==> config.mk <==
export PLATFORM = sky130hd
export DESIGN_NAME = fifo_wptr_full
export DESIGN_NICKNAME = d
export VERILOG_FILES = /design/src/rtl/fifo_cdc_pkg.sv /design/src/rtl/fifo_gray2bin.sv /design/src/rtl/fifo_wptr_full.sv
export SDC_FILE = /design/constraint.sdc
export NUM_CORES = 1
export LEC_CHECK = 0
export BUFFER_PORTS_ARGS = -buffer_cell sky130_fd_sc_hd__buf_2
export CAP_MARGIN = 5
export CORE_UTILIZATION = 40
export DETAILED_ROUTE_END_ITERATION = 6
export PLACE_DENSITY = 0.77
export SLEW_MARGIN = 20
export SYNTH_ARGS = -nofsm -noshare
export SYNTH_HDL_FRONTEND = slang
export SYNTH_SLANG_ARGS = --single-unit
==> constraint.sdc <==
create_clock -name W_CLK -period 5.75 [get_ports W_CLK]
set_input_delay 0.2875 -clock W_CLK [delete_from_list [all_inputs] [get_ports W_CLK]]
set_output_delay 0.2875 -clock W_CLK [all_outputs]
set_load 0.01 [all_outputs]
==> src/rtl/fifo_cdc_pkg.sv <==
// Shared definitions for the asynchronous FIFO pointer logic.
//
// Contents:
//   FifoAddrWidth - default memory address width (depth = 2**FifoAddrWidth)
//   FifoPtrWidth  - default pointer width; one extra bit tells a full FIFO from an empty one
//   bin2gray      - binary to reflected-Gray conversion
//   gray2bin      - reflected-Gray to binary conversion
// The functions work on 32-bit values. Callers zero-extend narrower pointers on the way in
// and truncate on the way out; both conversions are exact for any narrower width.
package fifo_cdc_pkg;

  localparam int unsigned FifoAddrWidth = 4;
  localparam int unsigned FifoPtrWidth  = FifoAddrWidth + 1;

  function automatic logic [31:0] bin2gray(input logic [31:0] bin);
    return bin ^ (bin >> 1);
  endfunction

  // Each binary bit is the XOR of its Gray bit and every Gray bit above it.
  function automatic logic [31:0] gray2bin(input logic [31:0] gray);
    logic [31:0] bin;
    bin = gray;
    for (int i = 1; i < 32; i++) begin
      bin = bin ^ (gray >> i);
    end
    return bin;
  endfunction

endpackage

==> src/rtl/fifo_gray2bin.sv <==
// Parameterised Gray-to-binary converter (purely combinational).
//
// Parameters:
//   Width  - pointer width in bits
// Ports:
//   gray_i - Gray-coded input
//   bin_o  - binary equivalent; bit i is the XOR-reduction of gray_i[Width-1:i]
module fifo_gray2bin #(
  parameter int unsigned Width = 5
) (
  input  logic [Width-1:0] gray_i,
  output logic [Width-1:0] bin_o
);

  for (genvar i = 0; i < Width; i++) begin : g_bit
    assign bin_o[i] = ^gray_i[Width-1:i];
  end

endmodule

==> src/rtl/fifo_wptr_full.sv <==
// Write-side pointer and status generator for the asynchronous FIFO. It lives entirely in
// the write clock domain.
//
// Parameters:
//   ADDR_WIDTH   - memory address width; depth = 2**ADDR_WIDTH and pointers are
//                  ADDR_WIDTH+1 bits wide. Must be at least 2.
//   AFULL_THRESH - fill level at or above which W_afull asserts (1..2**ADDR_WIDTH)
// Ports:
//   W_CLK     - write-domain clock
//   W_rst     - synchronous, active-high reset
//   W_inc     - write request from the producer
//   Wq2_rptr  - Gray read pointer, already synchronised into W_CLK
//   W_ovf_clr - clears the sticky overflow flag
//   W_en      - memory write enable (combinational, W_inc & ~W_full)
//   W_Addr    - binary memory write address
//   W_ptr     - registered Gray write pointer, sent to the read-domain synchroniser
//   W_full    - registered full flag
//   W_afull   - registered almost-full flag
//   W_level   - registered fill level, 0..2**ADDR_WIDTH
//   W_ovf     - sticky flag: a write was attempted while full
//
// The status flags use the synchronised read pointer, so they lag real reads by the
// synchroniser latency. As a result they may overstate occupancy but never understate it.
module fifo_wptr_full
  import fifo_cdc_pkg::*;
#(
  parameter int unsigned ADDR_WIDTH   = FifoAddrWidth,
  parameter int unsigned AFULL_THRESH = 12
) (
  input  logic                  W_CLK,
  input  logic                  W_rst,
  input  logic                  W_inc,
  input  logic [ADDR_WIDTH:0]   Wq2_rptr,
  input  logic                  W_ovf_clr,
  output logic                  W_en,
  output logic [ADDR_WIDTH-1:0] W_Addr,
  output logic [ADDR_WIDTH:0]   W_ptr,
  output logic                  W_full,
  output logic                  W_afull,
  output logic [ADDR_WIDTH:0]   W_level,
  output logic                  W_ovf
);

  localparam int unsigned PtrW = ADDR_WIDTH + 1;
  localparam logic [PtrW-1:0] AfullThr = PtrW'(AFULL_THRESH);

  logic [PtrW-1:0] wbin_q, wbin_d;
  logic [PtrW-1:0] wgray_q, wgray_d;
  logic [PtrW-1:0] level_q, level_d;
  logic            full_q, full_d;
  logic            afull_q, afull_d;
  logic            ovf_q, ovf_d;

  logic [PtrW-1:0] rbin;
  logic [PtrW-1:0] rptr_full_cmp;

  // Read pointer in binary, used only for the fill level.
  fifo_gray2bin #(
    .Width (PtrW)
  ) u_rptr_gray2bin (
    .gray_i (Wq2_rptr),
    .bin_o  (rbin)
  );

  // Writes while full are dropped. The enable stays live during reset, but the
  // pointer does not move because reset takes priority below.
  assign W_en = W_inc & ~full_q;

  always_comb begin
    wbin_d  = wbin_q + PtrW'(W_en);
    wgray_d = PtrW'(bin2gray(32'(wbin_d)));

    // Full when the next write pointer is one lap ahead of the read pointer. In Gray
    // code, that means the top two bits are inverted and the rest are equal.
    rptr_full_cmp = {~Wq2_rptr[PtrW-1 -: 2], Wq2_rptr[PtrW-3:0]};
    full_d        = (wgray_d == rptr_full_cmp);

    // Modular subtraction stays correct across pointer wrap-around.
    level_d = wbin_d - rbin;
    afull_d = (level_d >= AfullThr);

    // If set and clear occur in the same cycle, the set wins.
    ovf_d = (W_inc & full_q) | (ovf_q & ~W_ovf_clr);
  end

  always_ff @(posedge W_CLK) begin
    if (W_rst) begin
      wbin_q  <= '0;
      wgray_q <= '0;
      level_q <= '0;
      full_q  <= 1'b0;
      afull_q <= 1'b0;
      ovf_q   <= 1'b0;
    end else begin
      wbin_q  <= wbin_d;
      wgray_q <= wgray_d;
      level_q <= level_d;
      full_q  <= full_d;
      afull_q <= afull_d;
      ovf_q   <= ovf_d;
    end
  end

  assign W_Addr  = wbin_q[ADDR_WIDTH-1:0];
  assign W_ptr   = wgray_q;
  assign W_full  = full_q;
  assign W_afull = afull_q;
  assign W_level = level_q;
  assign W_ovf   = ovf_q;

  // Outside reset, the Gray pointer must move by at most one bit per clock,
  // otherwise the read-domain synchroniser could capture a corrupt value.
  gray_step_a : assert property (@(posedge W_CLK) disable iff (W_rst)
    !$past(W_rst) |-> ($countones(W_ptr ^ $past(W_ptr)) <= 1));

endmodule
Yosys cells after proc, flatten, opt, wreduce, memory -nomap -nowiden
Index checks and enable logic that the tools add are counted.
- bits in registers: 18
- input bits: 9
- word-level logic and storage cells: 22
- add/sub/neg operators: 2
- magnitude comparators: 1
- eq/ne operators: 1
- bitwise operators: 8
- reduce and logical (&&, ||, !) cells: 4
- operator list (operator ; count):
    adder 5 x 1 -> 5 bit ; 1
    == test 5 bit ; 1
    >= comparator 5 x 4 -> 1 bit (second input constant) ; 1
    parity 5 bit ; 1
    subtractor 5 bit ; 1
    bitwise XOR 5 x 4 -> 5 bit ; 1
    parity 4 bit ; 1
    AND 1 bit ; 3
    parity 3 bit ; 1
    NOT 1 bit ; 2
    NOT 2 bit ; 1
    parity 2 bit ; 1
    bitwise OR 1 bit ; 1

Logic depth before layout (Yosys ltp)
- depth after elaboration: 5
- gate-level depth with buffers: 10

Modules after synthesis
From an unflattened synthesis, not the netlist that was laid out.
- cell total of the unflattened synthesis: 84
- area total of the unflattened synthesis: 852.1 um2
- by module, submodules not included (module ; times used ; cells an instance ; area an instance (um2)):
    fifo_wptr_full ; 1 ; 78 ; 779.5
    fifo_gray2bin ; 1 ; 6 ; 72.6

Least setup slack after synthesis
No wires, ideal clock.
- path kind: input -> register
- start: input Wq2_rptr[2]
- end: register afull_q (netlist: W_afull)
- arrival time: 2473 ps
- setup slack: 3159 ps
- stages: 10
- buffers on the path: 0
- cells stage by stage: xnor3_2 xor2_1 xnor2_1 ha_1 inv_1 fa_1 maj3_2 a21oi_2 xor2_1 o2bb2ai_1
- longest elaborated chain between the ends: 3
- RTL lines (element ; RTL line ; RTL):
    from (decl) ; fifo_wptr_full.sv:33 ; input logic [ADDR_WIDTH:0] Wq2_rptr,
    parity 5 bit, or another cell as far along ; fifo_gray2bin.sv:16 ; assign bin_o[i] = ^gray_i[Width-1:i];
    subtractor 5 bit (*) ; fifo_wptr_full.sv:79 ; level_d = wbin_d - rbin;
    >= comparator 5 x 4 -> 1 bit (*) ; fifo_wptr_full.sv:80 ; afull_d = (level_d >= AfullThr);
    to (signal assigned) ; fifo_wptr_full.sv:99 ; afull_q <= afull_d;
    to (decl) ; fifo_wptr_full.sv:51 ; logic afull_q, afull_d;
Every way passes the cells marked *; elsewhere a longest branch is shown, timed or not.
A chain may end at the register's enable or synchronous reset.

Worst setup path in the final report
Ends and elaborated chain as after synthesis.

==> impl_metrics.ini <==
[power]
power_density_nw_per_um2 = 289
p_seq_share_pct = 46.5
comb_power_share_pct = 31.9
total_power_mw = 0.294
switching_share_pct = 30.1
p_switching_mw = 0.0882
vdd_drop_max_mv = 0.169
p_int_mw = 0.205
leakage_nw = 0.491
clock_power_share_pct = 21.6

[placement]
place_hpwl_mm = 1.11
dp_slack_ns = 2.83
place_inst = 129
port_buffers = 26
placed_cell_area_um2 = 988
routabilityCongestion = 0.799

[detailed_routing]
ant_nets = 0
via_count = 605
wl_per_cell_um = 10.5
dr.pass1.iters = 4
drc = 0
avgViaCountPerCell = 4.55
detail_route.iter0.violations = 14
routed_wl_mm = 1.39

[timing]
max-slew-margin-rel_pct = 70.4
worst_pin_slew_ns = 0.441
period_needed_ns = 2.61
rsz0062_at_grt = no
setup_viol = 0
fin_crit_sh_pct = 45.3
fmax_mhz = 384
fin_tns_setup_ns = 0
drv_slew = 0
hold_viol = 0
worst_hold_slack_ns = 0.248
finClkSkew_ns = 0.00397
setup_ws_ns = 3.14

[clock_network]
cts_tree = built
clkSinkCount = 17
path_clk_slew_ns = 0.09
hold_buffers = 0
cts_buffers = 3
cts_setup_buffers = 0
htreeDepth = 1
cts_resized = 0
max-clock-path-buffers = 2
root_buffer = clkbuf_4
clkLatencyLatePin_ns = 0.29

[grt]
grt_pass1_vias = 502
met1_usage_pct = 19.0
use_met3_pct = 3.40
gr-total-overflow = 0
grt_max_degree = 18
antenna_found_initial = 0
grtUsageMet2_pct = 19.7
track_usage_pct = 13.5
grt_busiest_layer = met2
grt_pass1_wl_mm = 2.12

[final_layout]
final_net_count = 121
finish.utilization_pct = 51.7
drive_above_1_share_pct = 32.1
stdcell_area_um2 = 1010
area_growth_pct = 20.9
instances_no_fill = 133
n_antenna_cell = 0

[synthesis]
syn_area_um2 = 840
ys_top_cells_by_area = dfxtp_1, xnor2_1, xor2_1
synth_cell_types = 26
synth_top_cell_by_area = dfxtp_1
synth-async-reset-ratio_pct = 0
ys_seq_area_share_pct = 40.5
synth-edff-count = 0
synthCells = 78
syn_avg_cell_area_um2 = 10.8
yosysWarnings = 0
synth_top_flop_cell = dfxtp_1
ys_ff_latch = 17
synth_top_area_share_pct = 40.5
synthesis.nets = 92

[critical_path]
cp.arrival_ns = 2.78
cp-end-kind = register
critPathMaxFanout = 3
worstPathRequired_ns = 5.92
crit_path_start_kind = primary input
path_class = in2reg

[die]
die_area_um2 = 2290
die_h_um = 47.8
pin_count = 27
die_w_um = 47.8
initial_core_util_pct = 42.8
core_um2 = 1960
fp-row-count = 16

[flow_run]
drv_cap = 0

[outcome]
outcome = finished, final reports clean

[worst_hold_path]
hold_path_class = in2reg
## layer usage
layer	part of all wire [%]	vias up	wire [um]
met5	0	-	0
met4	0.86	0	12
met3	5.0	3	70
met2	46	21	639
met1	48	275	668
li1	-	306	-
## cell families after synthesis
family	after synthesis	share of synthesized area, %
adder cells (fa/ha/maj)	7	10.9
buffers and inverters	4	2.68
AO/OA/AOI/OAI	4	3.28
flip-flops	17	40.5
XOR/XNOR	24	29.5
AND/OR/NAND/NOR	22	13.1
## placed cells by master, fill, tap and decap left out
cell type   n
fa_1        1
nand2b_1    1
nand2_1     1
a21oi_2     1
nor3_1      1
maj3_2      1
and2_1      1
a21oi_1     2
buf_2      26
nand4_1     1
maj3_1      1
nor2b_2     1
xnor3_2     1
ha_1        4
nor2_1     11
xor3_1      1
xnor2_1    14
xor2_1      7
clkbuf_4    3
and4_1      1
inv_1       2
dfxtp_1    17
nand3_1     1
o2bb2ai_1   1
nor2b_1     3
clkbuf_1    1
xor2_2      1
## state kept, by name, indices dropped and copies added (netlist names)
| register | cells |
|---|---|
| W_level | 5 |
| W_ptr | 4 |
| wbin_q | 5 |
| W_ovf | 1 |
| W_afull | 1 |
| W_full | 1 |
## worst max-delay path, stage by stage
cell and delay [ns]:
buf_2 0.13, xnor3_2 0.47, xor2_1 0.31, xnor2_1 0.16, ha_1 0.17, inv_1 0.06
fa_1 0.44, maj3_2 0.33, a21oi_2 0.15, xor2_1 0.19, o2bb2ai_1 0.08
## final cells by class
class,instances,area [um^2]
Fill cell,197,947
Inverter,2,7.51
Timing Repair Buffer,26,130
Multi-Input combinational cell,57,477
Sequential cell,17,340
Clock buffer,4,26.3
Tap cell,27,33.8
## worst paths after layout
check / startpoint / to / slack, ns / depth (start not counted)
max: Wq2_rptr[2] / W_afull / 3.14 / 11
max reg2reg: W_full / W_afull / 3.40 / 8
min: W_inc / W_ovf / 0.25 / 3
min reg2reg: W_ovf / W_ovf / 0.47 / 2
## power groups by stage
stage / logic (mW) / registers [mW] / clock network [mW]
finish: 0.0936 / 0.137 / 0.0634
global placement: 0.0926 / 0.139 / 0
floorplan: 0.0594 / 0.148 / 0
CTS: 0.0954 / 0.137 / 0.0662
detailed placement: 0.0950 / 0.140 / 0
global route: 0.105 / 0.139 / 0.0731
## cells in the mapped netlist, drive strengths merged, types with 2 or more instances
cell type  number
maj3            2
ha              4
xnor2          14
xor2            8
dfxtp          17
nor2b           4
nor2           11
inv             2
a21oi           3
Power figures use the tool's default switching activity.
